[config.mk]
export PLATFORM = sky130hd
export DESIGN_NAME = uart_tx_fsm
export DESIGN_NICKNAME = d
export VERILOG_FILES = /design/src/rtl/uart_tx_fsm.sv
export SDC_FILE = /design/constraint.sdc
export NUM_CORES = 1
export LEC_CHECK = 0
export BUFFER_PORTS_ARGS = -buffer_cell sky130_fd_sc_hd__buf_2
export CAP_MARGIN = 5
export CORE_UTILIZATION = 35
export DETAILED_ROUTE_END_ITERATION = 10
export RECOVER_POWER = 50
export SLEW_MARGIN = 20
export SYNTH_ARGS = -nofsm -noshare
export SYNTH_HDL_FRONTEND = slang
export SYNTH_SLANG_ARGS = --single-unit
[constraint.sdc]
create_clock -name CLK -period 2.78 [get_ports CLK]
set_input_delay 0.139 -clock CLK [delete_from_list [all_inputs] [get_ports CLK]]
set_output_delay 0.139 -clock CLK [all_outputs]
set_load 0.02 [all_outputs]
[src/rtl/uart_tx_fsm.sv]
`default_nettype none
//==============================================================================
// Module      : uart_tx_fsm
// Description : UART transmit frame controller. It sequences the start, data,
//               parity and stop bits, and drives the serializer shift enable.
// Revision    : 1.0 - initial release
//==============================================================================
module uart_tx_fsm #(
  parameter int DATA_WIDTH = 8
) (
  input  logic                  CLK,
  input  logic                  RST,
  input  logic                  Data_Valid,
  input  logic [DATA_WIDTH-1:0] P_DATA,
  input  logic                  PAR_EN,
  input  logic                  PAR_TYP,
  input  logic                  ser_data,
  output logic                  ser_en,
  output logic                  busy,
  output logic                  TX_OUT
);

  localparam int CNT_W = (DATA_WIDTH > 1) ? $clog2(DATA_WIDTH) : 1;
  localparam logic [CNT_W-1:0] C_LAST = CNT_W'(DATA_WIDTH - 1);

  typedef enum logic [2:0] {
    S_IDLE   = 3'd0,
    S_START  = 3'd1,
    S_DATA   = 3'd2,
    S_PARITY = 3'd3,
    S_STOP   = 3'd4
  } state_t;

  state_t           r_state;
  logic [CNT_W-1:0] r_cnt;
  logic             r_par_bit;
  logic             r_par_en;

  logic             w_accept;
  logic             w_par_bit;

  // STOP accepts so back-to-back frames need no idle gap; the serializer
  // reloads on the same edge because busy is low here.
  assign w_accept  = Data_Valid & ((r_state == S_IDLE) | (r_state == S_STOP));
  assign w_par_bit = PAR_TYP ^ (^P_DATA);

  always_ff @(posedge CLK or negedge RST) begin
    if (!RST) begin
      r_state   <= S_IDLE;
      r_cnt     <= '0;
      r_par_bit <= 1'b0;
      r_par_en  <= 1'b0;
    end else begin
      case (r_state)
        S_IDLE, S_STOP: begin
          if (w_accept) begin
            r_par_bit <= w_par_bit;
            r_par_en  <= PAR_EN;
            r_state   <= S_START;
          end else begin
            r_state   <= S_IDLE;
          end
        end
        S_START: begin
          r_cnt   <= '0;
          r_state <= S_DATA;
        end
        S_DATA: begin
          if (r_cnt == C_LAST) begin
            r_state <= r_par_en ? S_PARITY : S_STOP;
          end else begin
            r_cnt   <= r_cnt + 1'b1;
          end
        end
        S_PARITY: begin
          r_state <= S_STOP;
        end
        default: begin
          r_state <= S_IDLE;
        end
      endcase
    end
  end

  // Enable leads the line by one cycle to cover the serializer output register.
  always_comb begin
    busy   = 1'b0;
    ser_en = 1'b0;
    TX_OUT = 1'b1;
    case (r_state)
      S_START: begin
        busy   = 1'b1;
        ser_en = 1'b1;
        TX_OUT = 1'b0;
      end
      S_DATA: begin
        busy   = 1'b1;
        ser_en = (r_cnt != C_LAST);
        TX_OUT = ser_data;
      end
      S_PARITY: begin
        busy   = 1'b1;
        TX_OUT = r_par_bit;
      end
      default: begin
        busy   = 1'b0;
        ser_en = 1'b0;
        TX_OUT = 1'b1;
      end
    endcase
  end

endmodule
`default_nettype wire

==> results.json <==
{
  "cp.required_ns": 2.64,
  "synth_edf_count": 0,
  "rsz0062_at_grt": "no",
  "grt_pass1_wl_mm": 1.36,
  "routed_via_density": 4.85,
  "clk_path_buf_depth": 2,
  "gp_congestion": 0.742,
  "path_class": "reg2out",
  "synth_area_um2": 487,
  "final-seq-area_um2": 200,
  "yosysMostFrequentCell": "nand2_1",
  "layout_min_cycle_time_ns": 1.87,
  "synth_flop_cell": "dfrtp_1",
  "hold_buffers": 1,
  "layoutNonFillerInstCount": 88,
  "drt-wirelength-per-cell_um": 10.3,
  "drc_errors": 0,
  "cp_max_fo": 6,
  "maxCapViolCount": 0,
  "worst_path_largest_cell_delay_ns": 0.41,
  "detail-route-antenna-nets": 0,
  "netlist.area_leader.share": 0.411,
  "grt_antenna_before_repair": 0,
  "place.port_buffers": 16,
  "ys_seq_elements": 8,
  "p_leak_nw": 0.302,
  "yosysTopAreaCell": "dfrtp_1",
  "die_w_um": 39.3,
  "wirelength_um": 903,
  "arrival_ns": 1.73,
  "holdPathStages": 2,
  "synth_common_cells": "9 x nand2_1, 8 x dfrtp_1, 6 x a21oi_1",
  "tns_ns": 0,
  "io_pins": 17,
  "power_density_nw_per_um2": 926,
  "grt-ovfl-total": 0,
  "async_flop_share": 1.00,
  "skew_ns": 0.00208,
  "rr_worst_depth": 6,
  "synth_area_leaders": "dfrtp_1 41%, xnor2_1 7.2%, nand2_1 6.9%",
  "synthCells": 54,
  "dr_total_vias": 427,
  "dr.pass1.iters": 4,
  "hp-class": "in2reg",
  "status": "finished clean",
  "vdd_ir_drop_max_v": 0.000350,
  "area_delta_synth_final_pct": 25.7,
  "postCtsSetupBuffers": 0,
  "h-tree-depth": 1,
  "synth_area_per_cell_um2": 9.01,
  "final-max-slew-violation-count": 0,
  "cts_buffers": 3,
  "nets": 91,
  "synth_warnings": 0,
  "cp_cell_sequence": "ha_1 -> ha_1 -> or3_1 -> a21oi_1 -> buf_2",
  "root_buffer": "clkbuf_4",
  "ys_types": 20,
  "max_slew.worst_pin.slew_ns": 0.418,
  "cts_tree": "done",
  "grt_pass1_vias": 346,
  "syn-num-nets": 70,
  "core_area_um2": 1300,
  "place_hpwl_um": 732,
  "multi_input_area_um2": 274,
  "grt_start_max_net_pins": 12,
  "fmax_mhz": 534,
  "initial_core_util": 0.374,
  "finalPower_mw": 0.567,
  "post-route-period-util": 0.673,
  "antennaDiodeCount": 0,
  "post_cts_resized": 0,
  "cp-end-kind": "primary output",
  "placed_cells": 84,
  "max_slew_margin": 0.721,
  "crit_top_cell": "ha_1",
  "dieHeight_um": 39.3,
  "die_area_um2": 1540,
  "startpoint_type": "register",
  "clock-sinks": 8,
  "final_layout_size_suffix_gt1_frac": 0.288,
  "clk_pin_slew_worst_paths_ns": 0.05,
  "final_hold_viol_count": 0,
  "drt_iter0_markers": 8,
  "n_fill_cell": 139,
  "clock_latency_ns": 0.24,
  "ys_seq_area_frac": 0.411,
  "track_usage": 0.137,
  "num_rows": 13,
  "setup_viol": 0,
  "slowest_stage": "dfrtp_1"
}
[sequential cells by signal, summed over array words and instances, names as in the netlist]
register,cells
r_cnt,3
r_par_bit,1
r_par_en,1
r_state,3
[layer usage]
layer | share of wire | global-route usage
met5 | 0 | 0
met4 | 0.0089 | 0.112
met3 | 0.024 | 0.0170
met2 | 0.49 | 0.188
met1 | 0.48 | 0.190
[metrics by stage]
step | util | worst slack (ns) | area [µm²] | hold WS, ns
floorplan | - | 1.16 | 487 | -0.157
global placement | 0.446 | 1.20 | 581 | -0.00843
detailed placement | 0.446 | 1.18 | 581 | -0.00970
CTS | 0.471 | 0.898 | 613 | 0.127
global route | 0.470 | 0.820 | 612 | 0.142
finish | 0.470 | 0.908 | 612 | 0.133
[area by class of cell]
class                           count  share of cell area
Clock buffer                        3              0.0368
Timing Repair Buffer               17               0.145
Inverter                            2              0.0123
Tap cell                           15              0.0307
Multi-Input combinational cell     43               0.448
Sequential cell                     8               0.327
[worst paths after layout]
path | start | to | slack (ns)
worst min register to register | r_par_bit | r_par_bit | 0.48
max in group asynchronous | RST | r_par_bit | 2.15
worst max register to register | r_cnt[0] | r_cnt[0] | 1.35
min in group asynchronous | RST | r_cnt[1] | 0.34
worst max-delay path | r_cnt[0] | ser_en | 0.91
worst min-delay path | PAR_EN | r_par_en | 0.13
[cells in the final DEF, fill, tap and decap left out]
cell type and n:
a21oi_1 6, a22oi_1 2, buf_2 15, clkbuf_1 1, clkbuf_4 3, dfrtp_1 8, dlygate4sd3_1 1, ha_1 2
inv_1 1, inv_2 1, mux2_2 1, nand2_1 9, nand2b_1 2, nand4b_1 1, nor2_1 4, nor3_1 2
o21ai_0 5, or2_2 1, or3_1 1, xnor2_1 4, xnor3_1 1, xor2_1 2
[worst max-delay path: cells and delay by family (launching register included)]
family	cells	cell delay [ns]
buffers and inverters	1	0.17
AO/OA/AOI/OAI	1	0.14
AND/OR/NAND/NOR	1	0.32
flip-flops	1	0.41
adder cells (fa/ha/maj)	2	0.45
[report_power, final]
group / total, mW / switching [mW] / internal, mW
combinational: 0.257 / 0.141 / 0.117
sequential: 0.224 / 0.0575 / 0.166
clock: 0.0859 / 0.0367 / 0.0492
total: 0.567 / 0.235 / 0.332
[cell families after synthesis]
group | after synthesis | synth area share
and+or+nand+nor | 20 | 0.190
AOI/OAI and AO/OA | 13 | 0.144
DFF | 8 | 0.411
xor gates and xnor gates | 7 | 0.154
buffers and inverters | 3 | 0.0257
adders and majority gates | 2 | 0.0514
muxes | 1 | 0.0231
(Power assumes the default switching activity.)
